## src/rtl/interpol_pkg.sv

```systemverilog
`default_nettype none
// ============================================================================
//  Module   : interpol_pkg
//  Brief    : Shared widths, limits and FSM encodings for the CIC
//             interpolator scheduler.
//  Revision : 1.0  initial release
// ============================================================================
package interpol_pkg;

    // Sample widths presented to the interpolator
    localparam int DY_W       = 17;
    localparam int DY7_W      = 18;

    // Smallest period_cfg honoured at runtime; smaller values select the default
    localparam int MIN_PERIOD = 2;

    // Scheduler states; encoding is visible on the status port
    typedef enum logic [1:0] {
        ST_IDLE    = 2'd0,
        ST_ALIGN   = 2'd1,
        ST_RUN     = 2'd2,
        ST_RECOVER = 2'd3
    } sched_state_t;

endpackage : interpol_pkg
`default_nettype wire

```

## src/rtl/strobe_cnt.sv

```systemverilog
`default_nettype none
// ============================================================================
//  Module   : strobe_cnt
//  Brief    : Phase down-counter for the interpolator scheduler. Loads a
//             start value, counts down while run is high and flags the
//             terminal count (phase == 0) on wrap.
//  Revision : 1.0  initial release
// ============================================================================
module strobe_cnt #(
    parameter int CNTW = 8
) (
    input  logic            clk,
    input  logic            rst,
    input  logic            clr,
    input  logic            load,
    input  logic [CNTW-1:0] load_val,
    input  logic            run,
    output logic [CNTW-1:0] phase,
    output logic            wrap
);

    logic [CNTW-1:0] r_phase;

    // Counter register: clear beats load beats decrement; stops at zero
    always_ff @(posedge clk or posedge rst) begin
        if (rst) begin
            r_phase <= '0;
        end else if (clr) begin
            r_phase <= '0;
        end else if (load) begin
            r_phase <= load_val;
        end else if (run && (r_phase != '0)) begin
            r_phase <= r_phase - CNTW'(1);
        end
    end

    assign phase = r_phase;
    assign wrap  = (r_phase == '0);

endmodule : strobe_cnt
`default_nettype wire

```

## src/rtl/interpol_sched.sv

```systemverilog
`default_nettype none
// ============================================================================
//  Module   : interpol_sched
//  Brief    : Strobe scheduler for the CIC interpolator. Generates a
//             periodic one-cycle strobe, feeds buffered (dy, dy7) pairs on
//             each strobe, aligns phase to an external sync pulse and backs
//             off for one period after a timing error.
//  Revision : 1.0  initial release
// ============================================================================
module interpol_sched
    import interpol_pkg::*;
#(
    parameter int CNTW   = 8,
    parameter int PERIOD = 33,
    parameter int ERRW   = 8
) (
    input  logic              clk,
    input  logic              rst,
    input  logic              enable,
    input  logic [CNTW-1:0]   period_cfg,
    input  logic              sync,
    input  logic              in_valid,
    input  logic [DY_W-1:0]   in_dy,
    input  logic [DY7_W-1:0]  in_dy7,
    output logic              in_ready,
    input  logic              timing_error,
    input  logic              clear,
    output logic              strobe,
    output logic [DY_W-1:0]   dy,
    output logic [DY7_W-1:0]  dy7,
    output logic [CNTW-1:0]   phase,
    output logic [1:0]        state,
    output logic              underrun,
    output logic              overrun,
    output logic              slip,
    output logic [ERRW-1:0]   err_count
);

    localparam logic [CNTW-1:0] c_default_period = CNTW'(PERIOD);
    localparam logic [CNTW-1:0] c_min_period     = CNTW'(MIN_PERIOD);

    sched_state_t     r_state;
    sched_state_t     w_state_next;
    logic [CNTW-1:0]  r_period_eff;
    logic [CNTW-1:0]  w_period_sel;
    logic [CNTW-1:0]  w_load_val;
    logic [CNTW-1:0]  w_phase;
    logic             w_at_zero;
    logic             w_cnt_clr;
    logic             w_cnt_load;
    logic             w_cnt_run;
    logic             w_period_upd;
    logic             w_wrap;
    logic             w_slip_set;

    logic             r_buf_full;
    logic [DY_W-1:0]  r_buf_dy;
    logic [DY7_W-1:0] r_buf_dy7;

    logic             r_strobe;
    logic [DY_W-1:0]  r_dy;
    logic [DY7_W-1:0] r_dy7;
    logic             r_underrun;
    logic             r_overrun;
    logic             r_slip;
    logic [ERRW-1:0]  r_err_count;

    logic             w_accept;
    logic             w_load_now;
    logic             w_in_ready;
    logic             w_push;
    logic             w_overrun_set;
    logic             w_underrun_set;

    // Period requested by software, falling back to the default when too small
    assign w_period_sel = (period_cfg < c_min_period) ? c_default_period : period_cfg;

    strobe_cnt #(
        .CNTW (CNTW)
    ) u_strobe_cnt (
        .clk      (clk),
        .rst      (rst),
        .clr      (w_cnt_clr),
        .load     (w_cnt_load),
        .load_val (w_load_val),
        .run      (w_cnt_run),
        .phase    (w_phase),
        .wrap     (w_at_zero)
    );

    // Next-state and counter control; disable overrides every state
    always_comb begin
        w_state_next = r_state;
        w_cnt_clr    = 1'b0;
        w_cnt_load   = 1'b0;
        w_cnt_run    = 1'b0;
        w_load_val   = r_period_eff - CNTW'(1);
        w_period_upd = 1'b0;
        w_wrap       = 1'b0;
        w_slip_set   = 1'b0;
        if (!enable) begin
            w_state_next = ST_IDLE;
            w_cnt_clr    = 1'b1;
        end else begin
            case (r_state)
                ST_IDLE: begin
                    w_state_next = ST_ALIGN;
                end
                ST_ALIGN: begin
                    if (sync) begin
                        w_state_next = ST_RUN;
                        w_cnt_load   = 1'b1;
                        w_load_val   = w_period_sel - CNTW'(1);
                        w_period_upd = 1'b1;
                    end
                end
                ST_RUN: begin
                    if (timing_error) begin
                        // Back off for one full period at the current rate
                        w_state_next = ST_RECOVER;
                        w_cnt_load   = 1'b1;
                    end else if (w_at_zero) begin
                        // Period boundary: the only point period_cfg is re-sampled
                        w_cnt_load   = 1'b1;
                        w_load_val   = w_period_sel - CNTW'(1);
                        w_period_upd = 1'b1;
                        w_wrap       = 1'b1;
                    end else if (sync) begin
                        // Sync off-phase: restart the period, truncated one gets no strobe
                        w_cnt_load   = 1'b1;
                        w_slip_set   = 1'b1;
                    end else begin
                        w_cnt_run    = 1'b1;
                    end
                end
                ST_RECOVER: begin
                    if (w_at_zero) begin
                        w_state_next = ST_ALIGN;
                    end else begin
                        w_cnt_run    = 1'b1;
                    end
                end
                default: begin
                    w_state_next = ST_IDLE;
                end
            endcase
        end
    end

    // Buffer handshake: a full buffer frees up in the same cycle it feeds the outputs
    assign w_accept       = enable && (r_state != ST_IDLE);
    assign w_load_now     = w_wrap && r_buf_full;
    assign w_in_ready     = w_accept && (!r_buf_full || w_load_now);
    assign w_push         = in_valid && w_in_ready;
    assign w_overrun_set  = in_valid && w_accept && !w_in_ready;
    assign w_underrun_set = w_wrap && !r_buf_full;

    // State register and effective period
    always_ff @(posedge clk or posedge rst) begin
        if (rst) begin
            r_state      <= ST_IDLE;
            r_period_eff <= c_default_period;
        end else begin
            r_state <= w_state_next;
            if (w_period_upd) begin
                r_period_eff <= w_period_sel;
            end
        end
    end

    // One-deep holding buffer; flushed whenever the scheduler is idle or disabled
    always_ff @(posedge clk or posedge rst) begin
        if (rst) begin
            r_buf_full <= 1'b0;
            r_buf_dy   <= '0;
            r_buf_dy7  <= '0;
        end else if (!enable || (r_state == ST_IDLE)) begin
            r_buf_full <= 1'b0;
        end else if (w_push) begin
            r_buf_full <= 1'b1;
            r_buf_dy   <= in_dy;
            r_buf_dy7  <= in_dy7;
        end else if (w_load_now) begin
            r_buf_full <= 1'b0;
        end
    end

    // Strobe and sample outputs: new pair appears together with the strobe
    always_ff @(posedge clk or posedge rst) begin
        if (rst) begin
            r_strobe <= 1'b0;
            r_dy     <= '0;
            r_dy7    <= '0;
        end else if (!enable) begin
            r_strobe <= 1'b0;
            r_dy     <= '0;
            r_dy7    <= '0;
        end else begin
            r_strobe <= w_wrap;
            if (w_load_now) begin
                r_dy  <= r_buf_dy;
                r_dy7 <= r_buf_dy7;
            end
        end
    end

    // Sticky status flags and saturating error count; a set in the clear cycle wins
    always_ff @(posedge clk or posedge rst) begin
        if (rst) begin
            r_underrun  <= 1'b0;
            r_overrun   <= 1'b0;
            r_slip      <= 1'b0;
            r_err_count <= '0;
        end else begin
            r_underrun <= w_underrun_set || (r_underrun && !clear);
            r_overrun  <= w_overrun_set  || (r_overrun  && !clear);
            r_slip     <= w_slip_set     || (r_slip     && !clear);
            if (timing_error) begin
                if (clear) begin
                    r_err_count <= ERRW'(1);
                end else if (r_err_count != '1) begin
                    r_err_count <= r_err_count + ERRW'(1);
                end
            end else if (clear) begin
                r_err_count <= '0;
            end
        end
    end

    assign in_ready  = w_in_ready;
    assign strobe    = r_strobe;
    assign dy        = r_dy;
    assign dy7       = r_dy7;
    assign phase     = w_phase;
    assign state     = r_state;
    assign underrun  = r_underrun;
    assign overrun   = r_overrun;
    assign slip      = r_slip;
    assign err_count = r_err_count;

endmodule : interpol_sched
`default_nettype wire
```

## config.mk

```make
export PLATFORM = sky130hd
export DESIGN_NAME = interpol_sched
export DESIGN_NICKNAME = d
export VERILOG_FILES = /design/src/rtl/interpol_pkg.sv /design/src/rtl/strobe_cnt.sv /design/src/rtl/interpol_sched.sv
export SDC_FILE = /design/constraint.sdc
export NUM_CORES = 1
export LEC_CHECK = 0
export BUFFER_PORTS_ARGS = -buffer_cell sky130_fd_sc_hd__buf_2
export CAP_MARGIN = 20
export CORE_ASPECT_RATIO = 0.5
export CORE_UTILIZATION = 50
export CTS_CLUSTER_SIZE = 10
export DETAILED_ROUTE_END_ITERATION = 7
export PLACE_DENSITY = 0.75
export SLEW_MARGIN = 20
export SYNTH_ARGS = -nofsm -noshare
export SYNTH_HDL_FRONTEND = slang
export SYNTH_HIERARCHICAL = 1
export SYNTH_SLANG_ARGS = --single-unit
```

## constraint.sdc

```tcl
create_clock -name clk -period 7.55 [get_ports clk]
set_clock_uncertainty 0.1 [all_clocks]
set_input_delay 1.1325 -clock clk [delete_from_list [all_inputs] [get_ports clk]]
set_output_delay 1.1325 -clock clk [all_outputs]
set_load 0.1 [all_outputs]
```

Word level (Yosys, flattened, before mapping)
Cells that the tools add are included.
{"block": "totals", "output_inout_bits": 58, "ff_bits": 101, "elab_cells": 104}
{"block": "op_classes", "order_cmp": 1, "addsub": 4, "n_mux": 46, "reduce_logical": 30, "bitwise": 1, "n_eq_ne": 9}
{"operator": "$mux 8", "n": 11}
{"operator": "$mux 18", "n": 2}
{"operator": "$mux 17", "n": 2}
{"operator": "$sub 8x1->8 const B", "n": 3}
{"operator": "$mux 1", "n": 22}
{"operator": "$pmux 8 s2", "n": 1}
{"operator": "$logic_and 1x1->1", "n": 11}
{"operator": "$add 8x1->8 const B", "n": 1}
{"operator": "$logic_not 8->1", "n": 1}
{"operator": "$lt 8x2->1 const B", "n": 1}
{"operator": "$mux 2", "n": 4}
{"operator": "$ne 8x8->1 const B", "n": 1}
{"operator": "$pmux 2 s4", "n": 1}
{"operator": "$reduce_bool 8->1", "n": 1}
{"operator": "$ne 3x3->1 const B", "n": 2}
{"operator": "$pmux 1 s2", "n": 3}
{"operator": "$reduce_bool 2->1", "n": 3}
{"operator": "$logic_or 1x1->1", "n": 5}
{"operator": "$eq 2x2->1 const B", "n": 2}
{"operator": "$logic_not 1->1", "n": 4}
{"operator": "$reduce_and 2->1", "n": 2}
{"operator": "$ne 3x1->1 const B", "n": 1}
{"operator": "$ne 3x2->1 const B", "n": 1}
{"operator": "$reduce_and 3->1", "n": 1}
{"operator": "5 further kinds", "n": 5}

Longest topological paths before layout
{"block": "logic_depth", "depth_word": 11, "depth_mapped": 12, "ltp_nobuf": 10}

Modules after synthesis
Netlist, hierarchy kept.
{"mod": "interpol_sched", "cells_per_inst": 391, "instances": 1, "area_per_inst_um2": 4169.0}
{"mod": "strobe_cnt", "cells_per_inst": 61, "instances": 1, "area_per_inst_um2": 563.0}

Least setup slack after synthesis
No wires, ideal clock.
{"block": "synth_path", "path_type": "register to output", "startpoint": "register u_strobe_cnt.r_phase[0], in the netlist u_strobe_cnt/phase[0]", "endpoint": "output port in_ready", "setup_slack_ps": 3411, "path_buffers": 0, "arrival_time_ps": 2906, "stages_incl_launch_ff": 8, "cell_sequence": "dfrtp_1 inv_1 ha_1 nor2b_1 and3_1 nand4b_2 nand2_1 and2_1"}
{"block": "synth_between", "elab_chain_cells": 8}
{"item": "start: declaration", "line": "strobe_cnt.sv:22", "source": "logic [CNTW-1:0] r_phase;"}
{"item": "start signal: assignment", "line": "strobe_cnt.sv:31", "source": "r_phase <= load_val;"}
{"item": "start signal: assignment", "line": "strobe_cnt.sv:33", "source": "r_phase <= r_phase - CNTW'(1);"}
{"item": "$logic_not 8->1", "line": "strobe_cnt.sv:38", "source": "assign wrap = (r_phase == '0);"}
{"item": "named net w_at_zero", "line": "interpol_sched.sv:48", "source": "logic w_at_zero;"}
{"item": "$mux 1", "line": "interpol_sched.sv:122", "source": "end else if (w_at_zero) begin"}
{"item": "$mux 1", "line": "interpol_sched.sv:118", "source": "if (timing_error) begin"}
{"item": "$mux 1", "line": "interpol_sched.sv:105", "source": "case (r_state)"}
{"item": "$mux 1", "line": "interpol_sched.sv:101", "source": "if (!enable) begin"}
{"item": "$logic_and 1x1->1", "line": "interpol_sched.sv:152", "source": "assign w_load_now = w_wrap && r_buf_full;"}
{"item": "$logic_or 1x1->1", "line": "interpol_sched.sv:153", "source": "assign w_in_ready = w_accept && (!r_buf_full || w_load_now);"}
{"item": "$logic_and 1x1->1", "line": "interpol_sched.sv:153"}
{"item": "end: declaration", "line": "interpol_sched.sv:25", "source": "output logic in_ready,"}
The timed path passes the listed nets, and every way through them passes these cells.

Final worst setup path
{"block": "layout_path", "startpoint": "register u_strobe_cnt.r_phase[1], in the netlist u_strobe_cnt/phase[1]", "endpoint": "output port in_ready"}
Same word-level chain as after synthesis.

==> metrics.txt <==
outcome=complete, no violations; placed cell count=660; die height=70.8 um; DRT antenna net count=0; most common cell after layout, fill and taps aside=buf_2; worst min-delay path class=reg -> reg; number of global-route vias before repair=between 3000 and 4000; CP Cell Sequence=inv_1 > ha_1 > nor2b_1 > and3_1 > nand4b_2 > nand2_1 > and2_1 > buf_2; ant diodes=0; Reg2Reg Capture Point=r_buf_dy[2]; RD Place Congestion=0.856; EDFF count, synth=0; Rows=24; Initial Util=52.9%; reg2reg start=u_strobe_cnt/phase[1]; H-tree Lvls=3; RSZ-0062 raised after global routing=no; ys flop type=dfrtp_1; fin area=5640 um2; clock share of power=24.9%; clock sink count=101; count of pins over their slew limit=0; max cap viols=0; Num CTS Buffers=9; most frequent cells in the layout=buf_2, dfrtp_1, nand2_1; total design power=1.87 mW; Pint=between 1 and 1.5 mW; final hold slack=0.376 ns; CTS resizes=0; Max Fclk=between 200 and 250 MHz; Critical Path RT=6.32 ns; yosys warns=6; Core ar.=8950 um2; DR WL/cell=14.5 um; layout cells sized above 1=31.1%; # Post-CTS Setup Buffers=0; Worst-Skew Late Latency=0.35 ns; Leak=2.69 nW; flop2flop setup slack=4.45 ns; delay of the slowest cell on the worst path=0.43 ns; Worst Max-Slew Pin Slew=0.938 ns; worst hold path depth=2; GRT Overall Usage=21.5%; I/O Pins=around 110; initial drt markers=242; largest net degree at the start of global routing=77; post-place setup slack=3.47 ns; CTS clock-pin slew for the worst setup and hold paths=0.07 ns; share of power burned in registers=between 40% and 50%; Congestion Overflow GR=0; Synth Instances=approximately 450; Syn Std Cell Area=approximately 4700 um2; Switching Share=37.2%; final hold viol count=0; Max FO, Critical Path=7; WHS Endpoint=dy[4]; Avg Cell Area, Syn=10.5 um2; clk buf depth=2; final setup TNS=0 ns; Tcrit/Tclk final=a little over half; share of async-settable or async-resettable flops after synthesis=100%; WP data arrival=2.87 ns; Area Overhead vs Synth=19.2%; crit end category=primary output; final layout net count=613; Die X=140 um; Distinct cells, synth=53; Pwr Density=332 nW/um2; initial antenna violation count=0; sw power=0.696 mW; DPL Wire Length=6600 um; # port buffers=107; post-layout util=a little over three fifths; VDD IR max=0.000120 V; Avg Vias per Cell=about 5.3; Crit-path slowest cell=nor2b_1; CTS tree=built; register area share after synthesis=53.5%; Mapped Nets=511; # hold bufs at CTS=0; synthesized flop and latch total=101; DR DRC count=0; min cycle time layout=4.11 ns; global-route wire length before repair=roughly 16000 um; HP Start=r_buf_dy[4]; DRT Pass-1 Iters=4; Worst Reg-to-Reg Cells=8; fin cells=676; layout filler cell count=777; Slew headroom=37.5%; Combinational Power Share=33.3%; full die area=a little under 10000 um2; via count=roughly 3600; Worst Setup Path Type=reg -> out; Placement Cell Area=5340 um2; # setup viols final=0; Final WS setup=3.44 ns; CTS root buf=clkbuf_16; Setup crit start kind=flop; DRT Wirelength=slightly below 10000 um
## layout make-up
cell class              count  area (um2)  share of cell area, %
flip-flops and latches    101        2530                   44.8
multi-input cells         313        2030                   36.0
repair buffers            110         558                   9.89
clock buffers              11         243                   4.30
well taps                 117         146                   2.59
inverters                  19        72.6                   1.29
clock inverters             5        60.1                   1.06
## power by group through the flow
| stage | combinational [mW] | clock [mW] | sequential, mW |
|---|---|---|---|
| floorplan | 0.362 | 0 | 0.925 |
| global placement | 0.609 | 0 | 0.785 |
| detailed placement | 0.624 | 0 | 0.791 |
| CTS | 0.626 | 0.480 | 0.783 |
| global route | 0.673 | 0.501 | 0.802 |
| finish | 0.624 | 0.467 | 0.782 |
## how the worst max path moves through the flow
| stage | slack (ns) | start | cells after the start | end |
|---|---|---|---|---|
| after global placement | 3.56 | enable | 5 | in_ready |
| after CTS | 3.47 | u_strobe_cnt/phase[1] | 8 | in_ready |
| after floorplan | 3.41 | u_strobe_cnt/phase[0] | 7 | in_ready |
| after detailed placement | 3.47 | enable | 7 | u_strobe_cnt/phase[5] |
| final | 3.44 | u_strobe_cnt/phase[1] | 8 | in_ready |
| after global routing | 3.28 | u_strobe_cnt/phase[1] | 8 | in_ready |
## worst max-delay path: cells and delay by family, from the launching register on
kind	cells	cell delay (ns)
buffers and inverters	2	0.52
adders and majority gates	1	0.17
and+or+nand+nor	5	1.42
DFF	1	0.41
## layer usage
layer | routed length, um | vias to the layer above | global-route usage, % | share of wire, %
met3 | 423 | 11 | 6.36 | 4.3
met1 | 4640 | 1730 | 27.3 | 47
li1 | - | 1770 | - | -
met4 | 111 | 0 | 6.84 | 1.1
met5 | 0 | - | 0 | 0
met2 | 4650 | 93 | 35.9 | 47
## registers in the layout, summed over array words and instances, names as in the netlist
register	cells
state	2
r_period_eff	8
dy7	18
r_buf_dy7	18
underrun	1
dy	17
strobe	1
err_count	8
slip	1
overrun	1
r_buf_full	1
r_buf_dy	17
u_strobe_cnt/phase	8
## synth_stat cells, drive strengths merged, types with 2 or more instances
library cell,instances,area (um2)
a2111oi,2,23.8
a211oi,2,20.0
a21oi,17,96.4
a31o,2,17.5
a31oi,2,12.5
buf,10,73.8
clkbuf,9,33.8
dfrtp,99,2480
dfstp,2,52.6
ha,9,113
inv,19,71.3
mux2,39,439
mux2i,6,60.1
nand2,86,323
nand2b,3,18.8
nand3,6,30.0
nand3b,2,15.0
nand4,2,12.5
nor2,15,58.8
nor2b,10,62.6
nor3,15,75.1
nor4,6,52.6
o21a,6,45.0
o21ai,42,210
o21bai,2,15.0
o22ai,7,43.8
o2bb2ai,2,17.5
o31ai,2,15.0
or3,2,12.5
xnor2,5,43.8
xor2,7,61.3
## cell families (layout without fill, tap and decap cells)
logic type	after synthesis	count (layout)	share of synthesized area, %
xor+xnor	12	12	2.22
buf+inv	38	145	3.78
simple gates	154	154	15.3
fa+ha+maj	9	9	2.38
flops	101	101	53.5
mux	45	45	10.5
compound gates	93	93	12.3
(Power assumes the default switching activity.)
